[config.mk]
export PLATFORM = sky130hd
export DESIGN_NAME = gray_wptr_gen
export DESIGN_NICKNAME = d
export VERILOG_FILES = /design/src/rtl/gray_wptr_gen.sv
export SDC_FILE = /design/constraint.sdc
export NUM_CORES = 1
export LEC_CHECK = 0
export ABC_AREA = 1
export CORE_MARGIN = 1
export CORE_UTILIZATION = 33
export CTS_BUF_LIST = sky130_fd_sc_hd__clkbuf_4
export CTS_CLUSTER_DIAMETER = 60
export DETAILED_ROUTE_END_ITERATION = 7
export DONT_BUFFER_PORTS = 1
export GPL_ROUTABILITY_DRIVEN = 0
export HOLD_SLACK_MARGIN = 0.05
export PLACE_DENSITY = 0.52
export SLEW_MARGIN = 10
export SYNTH_ARGS = -nofsm -noshare
export SYNTH_HDL_FRONTEND = slang
export SYNTH_SLANG_ARGS = --single-unit
[constraint.sdc]
create_clock -name clk -period 2.9 [get_ports clk]
set_clock_uncertainty 0.15 [all_clocks]
set_input_delay 0.58 -clock clk [delete_from_list [all_inputs] [get_ports clk]]
set_output_delay 0.58 -clock clk [all_outputs]
set_load 0.005 [all_outputs]
[src/rtl/gray_wptr_gen.sv]
// Write-side pointer generator for an asynchronous FIFO.
// Keeps the binary write pointer, publishes a registered Gray copy, derives full/level.
module gray_wptr_gen #(
    parameter int AW = 4
) (
    input  logic          clk,
    input  logic          rst,
    input  logic          push_vld,
    output logic          push_rdy,
    output logic          wr_en,
    output logic [AW-1:0] wr_addr,
    output logic [AW:0]   wptr_gray,
    input  logic [AW:0]   rptr_gray_sync,
    output logic          full,
    output logic [AW:0]   level
);

    logic [AW:0] wbin;
    logic [AW:0] wbin_nxt;
    logic [AW:0] gray_nxt;
    logic [AW:0] rbin;
    logic [AW:0] full_cmp;
    logic [AW:0] level_nxt;
    logic        accept;
    logic        full_nxt;

    // Handshake: a push is taken only when a slot is free and not in reset.
    always_comb begin
        accept   = push_vld & ~full & ~rst;
        wr_en    = accept;
        push_rdy = ~full;
        wr_addr  = wbin[AW-1:0];
    end

    // Next pointer and its Gray image; the wrap bit is the pointer MSB.
    always_comb begin
        wbin_nxt = wbin + {{AW{1'b0}}, accept};
        gray_nxt = wbin_nxt ^ (wbin_nxt >> 1);
    end

    // Decode the synchronized remote Gray pointer back to binary.
    always_comb begin
        rbin     = '0;
        rbin[AW] = rptr_gray_sync[AW];
        for (int i = AW - 1; i >= 0; i--) begin
            rbin[i] = rbin[i+1] ^ rptr_gray_sync[i];
        end
    end

    // Full when the pointers match with the top two Gray bits inverted.
    always_comb begin
        full_cmp  = {~rptr_gray_sync[AW:AW-1], rptr_gray_sync[AW-2:0]};
        full_nxt  = (gray_nxt == full_cmp);
        level_nxt = wbin_nxt - rbin;
    end

    // Pointer, Gray output, full and level registers.
    always_ff @(posedge clk) begin
        if (rst) begin
            wbin      <= '0;
            wptr_gray <= '0;
            full      <= 1'b0;
            level     <= '0;
        end else begin
            wbin      <= wbin_nxt;
            wptr_gray <= gray_nxt;
            full      <= full_nxt;
            level     <= level_nxt;
        end
    end

endmodule

==> results.md, run 1 <==
* Via density at around 4.5
* Share of layout cells above drive strength 1 at 6.06%
* Critical Path Source Type: flop
* Reg clk slew, reported paths at roughly 0.10 ns
* RR Startpoint: full$_SDFF_PP0_
* Largest cells by area after synthesis: dfxtp_1, nand2_1, ha_1
* Die Area at about 2700 µm²
* Leak pwr at around 0.0005 µW
* Post-synth ARST share at 0%
* DRC violations left at 0
* Fmax at 0.409 GHz
* Reg-to-reg endpoint: level[4]$_SDFF_PP0_
* Layout Nets at 148
* Post-route setup TNS at 0 ns
* HP Start: rst
* Worst Setup End Kind: flop
* Most frequent cells after synthesis: nand2_1, inv_1, dfxtp_1, nor2_1, nand3_1
* Type of the worst setup path: reg -> reg
* GRT overflow at 0
* Worst skew pair latency at 0.28 ns
* WHS at between 0.15 and 0.2 ns
* # setup viols final at 0
* WP data required at 2.94 ns
* # rows at 17
* Worst min path class: in -> reg
* Post-CTS Setup Inserts at 0
* Run status: completed
* First-pass GRT wire length at about 2800 µm
* TritonCTS Buffers at 3
* Ys Warns at 0
* Worst-case clock buffer depth at 2
* Antenna viol nets, final at 0
* Area Overhead vs Synth at 7.30%
* Die width at 52.4 µm
* Setup slack, reg-to-reg at ~0.46 ns
* Fin crit share at 84.2%
* Count leader, synth: nand2_1
* Max Cap Viol at 0
* Synth Cell Area at between 800 and 900 µm²
* Antenna cells at 0
* Synth Net Count at 144
* Htree depth at 1
* Total placed cells including tap cells at 156
* # resized after CTS at 0
* Starting density of the core at 36.5%
* WP data arrival at approximately 2.5 ns
* GRT Overall Usage at 14.0%
* # hold bufs at CTS at 0
* Root Buffer: clkbuf_4
* Main synth FF type: dfxtp_1
* Crit Path Max Fanout at 4
* Antenna violations before repair at 0
* Worst vdd ir at around 0.00017 V
* TritonCTS clock tree: yes
* Worst Tran Pin Value at 0.260 ns
* Post-synth EDFFs at 0
* Final cell count without fillers at 160
* #FFs+latches synth at 15
* Slew Viols, Final at 0
* Library cells used by synthesis at 14
* Port-buffer cells at 0
* WL per Instance at 10.7 µm
* Post-synth top area cell: dfxtp_1
* Post-synth top area share at 35.8%
* Post-DP HPWL at 1360 µm
* Worst hold stages at 1
* Drt total wl at 1720 µm
* R2r worst-path depth at 14
* Synthesized area per cell at 6.51 µm²
* Slew margin rel. at 82.7%
* Unrepaired setup endpoints after global routing: no
* Die height at 52.4 µm
* Post-synthesis sequential area ratio at 35.8%
* Final min period at 2.44 ns
* Fin util at between 30% and 40%
* DRT Pass-1 Iters at 3
* Initial DRC Count at 13
* Num Clock Sinks at 15
* Largest net degree at the start of global routing at 14
* Hold Vio Cnt, Final at 0
* Top-Level Pins at 25
* Vias in the first global route at 658
* Placeable Area at 2300 µm²
* Vias at 725
* Pwr dens at 477 nW/µm²
* Post-Synthesis Cells at 129
* Final Power at 429 µW
* Hold Path Sink: wptr_gray[1]$_SDFF_PP0_
-- critical path, cell delays in order, from the launching register on --
cell     delay, ns
dfxtp_1       0.33
inv_1         0.08
nand2_1       0.05
nor2_1        0.20
ha_1          0.26
ha_1          0.23
nand2_1       0.10
nand2_2       0.14
inv_2         0.05
ha_1          0.32
nand2_1       0.09
nand2_1       0.05
a21o_1        0.16
nor2_1        0.10
nor2_1        0.05
-- sequential cells by signal, summed over array words and instances, names as in the netlist --
| name | cells |
|---|---|
| full | 1 |
| level | 5 |
| wbin | 4 |
| wptr_gray | 5 |
-- layout make-up --
type	instances	area, µm²
Fill cell	250	1400
Multi-Input combinational cell	92	457
Sequential cell	15	300
Inverter	21	78.8
Tap cell	28	35.0
Clock buffer	4	30.0
-- through the flow --
step | instance area [µm²] | setup WS [ns]
2_1_floorplan | 840 | 0.224
3_3_place_gp | 871 | 0.280
3_5_place_dp | 871 | 0.246
4_1_cts | 901 | 0.413
5_1_grt | 901 | 0.203
6_report | 901 | 0.458
-- power by group --
part / total [µW] / internal, µW / switching, µW / leakage (µW)
Clock: 134 / 62.7 / 71.3 / 0.0000184
Combinational: 67.6 / 26.4 / 41.2 / 0.000352
Sequential: 228 / 220 / 7.69 / 0.000123
-- kinds of logic after synthesis --
| logic type | after synthesis | synth area share, % |
|---|---|---|
| adders and majority gates | 7 | 11.3 |
| and+or+nand+nor | 76 | 37.4 |
| AOI/OAI and AO/OA | 9 | 5.66 |
| DFF | 15 | 35.8 |
| buffers and inverters | 22 | 9.83 |
-- cell usage in the layout, fill, tap and decap left out --
cell type and n:
nor2_1 15, clkbuf_4 4, fa_1 1, inv_1 20
inv_2 1, nand2_2 3, a21oi_1 7, ha_1 6
nand2_1 44, nand3_1 11, dfxtp_1 15, o21ai_0 1
nand4_1 3, a21o_1 1
-- worst max-delay path by stage --
stage                          startpoint                   to  slack (ns)
after global placement           push_vld  level[4]$_SDFF_PP0_        0.28
final                     full$_SDFF_PP0_  level[4]$_SDFF_PP0_        0.46
after detailed placement         push_vld  level[4]$_SDFF_PP0_        0.25
after global routing      full$_SDFF_PP0_  level[4]$_SDFF_PP0_        0.20
after CTS                 full$_SDFF_PP0_  level[4]$_SDFF_PP0_        0.41
after floorplan                       rst  level[4]$_SDFF_PP0_        0.22
-- per-layer routing --
| metal | global-route usage (%) | vias to the layer above | share of wire [%] |
|---|---|---|---|
| met5 | 0 | - | 0 |
| met4 | 7.02 | 0 | 0.99 |
| li1 | - | 403 | - |
| met1 | 18.6 | 308 | 51 |
| met3 | 3.48 | 2 | 3.3 |
| met2 | 20.9 | 12 | 45 |
Note: power is estimated with default switching activity, not from simulation.
==> run 2, diff against run 1 <==
Settings changed: ABC_AREA 1 to 0, PLACE_DENSITY 0.52 to 0.53.
Clock period 2.9 ns to 2 ns, I/O delays scaled along.
==> run 2 against run 1 <==
Against the previous run:
- the flow now finishes with violations (setup timing)
- via count down 18%
- register-to-register slack got worse by 0.68 ns
- area after synthesis down 8.9%
- routed wire length down 8.0%
- power up 75%
- clock power rose by 41%
- non-clock buffer count increased by 24
- setup slack worse by 0.68 ns
- critical endpoint is now full$_SDFF_PP0_
==> results.md, run 2 <==
* Worst Setup EP: full$_SDFF_PP0_
* Drt total wl at 1580 µm (-8.0%)
* # rows at 17 (unchanged)
* Multi-input combinational cell area at 569 µm² (+25%)
* Share of layout cells above drive strength 1 at 43.1% (+37 points)
* Die width at 50.1 µm (-4.4%)
* Xor/xnor share of the synthesized area at 25.2% (+25 points)
* Num Clock Sinks at 15 (unchanged)
* Post-synthesis sequential area ratio at 39.3% (+3.5 points)
* Initial DRC Count at 3 (-10)
* #FFs+latches synth at 15 (unchanged)
* Placed cell areas at 988 µm² (+14%)
* Antenna cells at 0 (unchanged)
* Max Cap Viol at 0 (unchanged)
* Worst vdd ir at 0.000278 V (+64%)
* DRC violations left at 0 (unchanged)
* RR Startpoint: full$_SDFF_PP0_
* Worst min path class: in -> reg
* Htree depth at 1 (unchanged)
* Count leader, synth: dfxtp_1
* HP Start: rst
* Reg clk slew, reported paths at 0.09 ns (about the same)
* Unrepaired setup endpoints after global routing: yes
* Area Overhead vs Synth at 49.1%
* Run status: finished, violations left
* Worst path cell trace: nor3b_4 > ha_4 > ha_4 > and3_4 > xnor3_1 > or4_4 > a21oi_2
* Worst skew pair latency at 0.28 ns (about the same)
* Final min period at 2.22 ns (-0.220 ns)
* Post-Synthesis Cells at 75 (-42%)
* Stages on the worst setup path at 7 (-7)
* Critical Path Slowest Stage Cell: or4_4
* Antenna violations before repair at 0 (unchanged)
* Largest net degree at the start of global routing at 17 (+3)
* Vias in the first global route at 576 (-12%)
* Commonest non-fill, non-tap cells in the layout: buf_4, dfxtp_1, nor2_1
* Post-DP HPWL at 1170 µm (-14%)
* Post-route cell area at 1140 µm² (+27%)
* Post-synth EDFFs at 0 (unchanged)
* Critical Path Source Type: flop
* WP data required at 2.07 ns (-0.87 ns)
* Antenna viol nets, final at 0 (unchanged)
* Post-synth ARST share at 0% (unchanged)
* First-pass GRT wire length at 2650 µm (-4.0%)
* Largest cells by area after synthesis: dfxtp_1, xnor2_1, ha_1
* GRT Overall Usage at 14.8% (+0.82 points)
* Cell mode on critical path: ha_4
* Vias at 597 (-18%)
* Cell family with most CP delay: simple AND/OR/NAND/NOR gates
* Die height at 50.1 µm (-4.4%)
* Mux cell area share after synthesis at 0% (unchanged)
* Worst Tran Pin Value at 0.235 ns (-0.0249 ns)
* WP data arrival at 2.29 ns (-0.19 ns)
* Crit path launch: full$_SDFF_PP0_
* Synth Area in Simple Gates at 16.2% (-21 points)
* Hold Vio Cnt, Final at 0 (unchanged)
* Reg-to-reg endpoint: full$_SDFF_PP0_
* Worst-case clock buffer depth at 2 (unchanged)
* Synthesized area per cell at 10.2 µm² (+57%)
* Setup slack, reg-to-reg at -0.22 ns (-0.68 ns)
* Fin crit share at 111% (+27 points)
* Fmax at 0.450 GHz (+9.9%)
* Failing checks: setup timing
* Starting density of the core at 34.9% (-1.7 points)
* Synth Cell Area at 764 µm² (-8.9%)
* # setup viols final at 4 (+4)
* Die Area at 2510 µm² (-8.6%)
* Type of the worst setup path: reg -> reg
* Most common cell after layout, fill and taps aside: buf_4
* Register area at 302 µm² (+0.42%)
* Post-synthesis compound-gate area fraction at 3.93% (-1.7 points)
* Final setup margin at -0.222 ns (-0.680 ns)
* Adder-cell share of the synthesized area at 12.4% (+1.1 points)
* WL per Instance at 12.2 µm (+13%)
* DRT Pass-1 Iters at 2 (-1)
* Slew margin rel. at 84.2% (+1.6 points)
* R2r worst-path depth at 7 (-7)
* Main synth FF type: dfxtp_1
* TritonCTS Buffers at 3 (unchanged)
* Top-Level Pins at 25 (unchanged)
* WP buf/inv at 0 (-2)
* Post-synth top area cell: dfxtp_1
* Post-synth top area share at 39.3% (+3.5 points)
* Fillers at 212 (-15%)
* Crit Path Max Fanout at 2 (-2)
* Fin util at 52.0% (+13 points)
* # hold bufs at CTS at 3 (+3)
* TritonCTS clock tree: yes
* Slew Viols, Final at 0 (unchanged)
* Final cell count without fillers at 130 (-19%)
* Top flop regs: level (5), wptr_gray (5), wbin (4)
* Most frequent cells after synthesis: dfxtp_1, nor2_1, xnor2_1
* Total placed cells including tap cells at 119 (-24%)
* Worst path max stage delay at 0.53 ns (+0.20 ns)
* Synth Net Count at 90 (-38%)
* Ys Warns at 0 (unchanged)
* Root Buffer: clkbuf_4
* Combinational family with the most area after synthesis: XOR/XNOR gates
* Library cells used by synthesis at 22 (+8)
* Port-buffer cells at 0 (unchanged)
* Worst Setup End Kind: flop
* Pwr dens at 659 nW/µm² (+38%)
* Leak pwr at 0.000488 µW (-1.1%)
* Layout Nets at 118 (-20%)
* GRT overflow at 0 (unchanged)
* Via density at 4.59 (+1.3%)
* Placeable Area at 2190 µm² (-4.6%)
-- run 2: where the power goes --
group          leakage (µW)  total, µW  internal (µW)  switching, µW
Sequential         0.000123        340            326           13.7
Clock             0.0000184        189           91.1           97.5
Combinational      0.000346        222            139           83.4
Total              0.000488        751            556            195
-- run 2: worst min-delay path by stage --
stage / endpoint / slack (ns) / cells past startpoint
floorplan: level[1]$_SDFF_PP0_ / 0.32 / 1
global placement: wptr_gray[0]$_SDFF_PP0_ / 0.32 / 1
detailed placement: wbin[2]$_SDFF_PP0_ / 0.33 / 1
CTS: wbin[2]$_SDFF_PP0_ / 0.01 / 1
global route: wbin[2]$_SDFF_PP0_ / 0.004 / 1
finish: level[4]$_SDFF_PP0_ / 0.02 / 1
-- run 2: routing by layer --
metal  GRT usage, %  share of wire (%)
met5              0                  0
met2           23.3                 51
met1           17.1                 41
met4           10.0                2.8
met3           4.55                4.7
-- run 2: metrics by stage --
step	total power, µW	setup WS, ns	setup TNS (ns)	hold slack [ns]
finish	751	-0.222	-0.543	0.0194
floorplan	472	-0.575	-1.58	0.322
CTS	757	-0.220	-0.598	0.0110
global route	800	-0.307	-0.957	0.00437
detailed placement	533	-0.559	-1.92	0.326
global placement	531	-0.563	-1.91	0.325
-- run 2: final cells by class --
type                    instances  share of cell area (%)
clock buffers                   4                    2.63
inverters                       5                    1.65
multi-input cells              54                    49.9
flip-flops and latches         15                    26.5
well taps                      28                    3.07
repair buffers                 24                    16.2
-- run 2: worst reg2reg max path, stage by stage (launching register included) --
cell and delay, ns:
dfxtp_2 0.34, nor3b_4 0.25, ha_4 0.19, ha_4 0.16, and3_4 0.19, xnor3_1 0.24, or4_4 0.53, a21oi_2 0.11
-- run 2: what timing repair did --
| action | CTS | global route |
|---|---|---|
| hold endpoints to repair | 14 | 12 |
| setup buffers | 1 | 4 |
| setup endpoints to repair | 5 | 6 |
| gates resized for setup | 6 | 4 |
| pin swaps | 5 | 7 |
-- run 2: kinds of logic after synthesis --
logic type	Yosys count
AND/OR/NAND/NOR	24
XOR/XNOR	18
flip-flops	15
adder cells (fa/ha/maj)	7
buffers and inverters	6
AO/OA/AOI/OAI	5
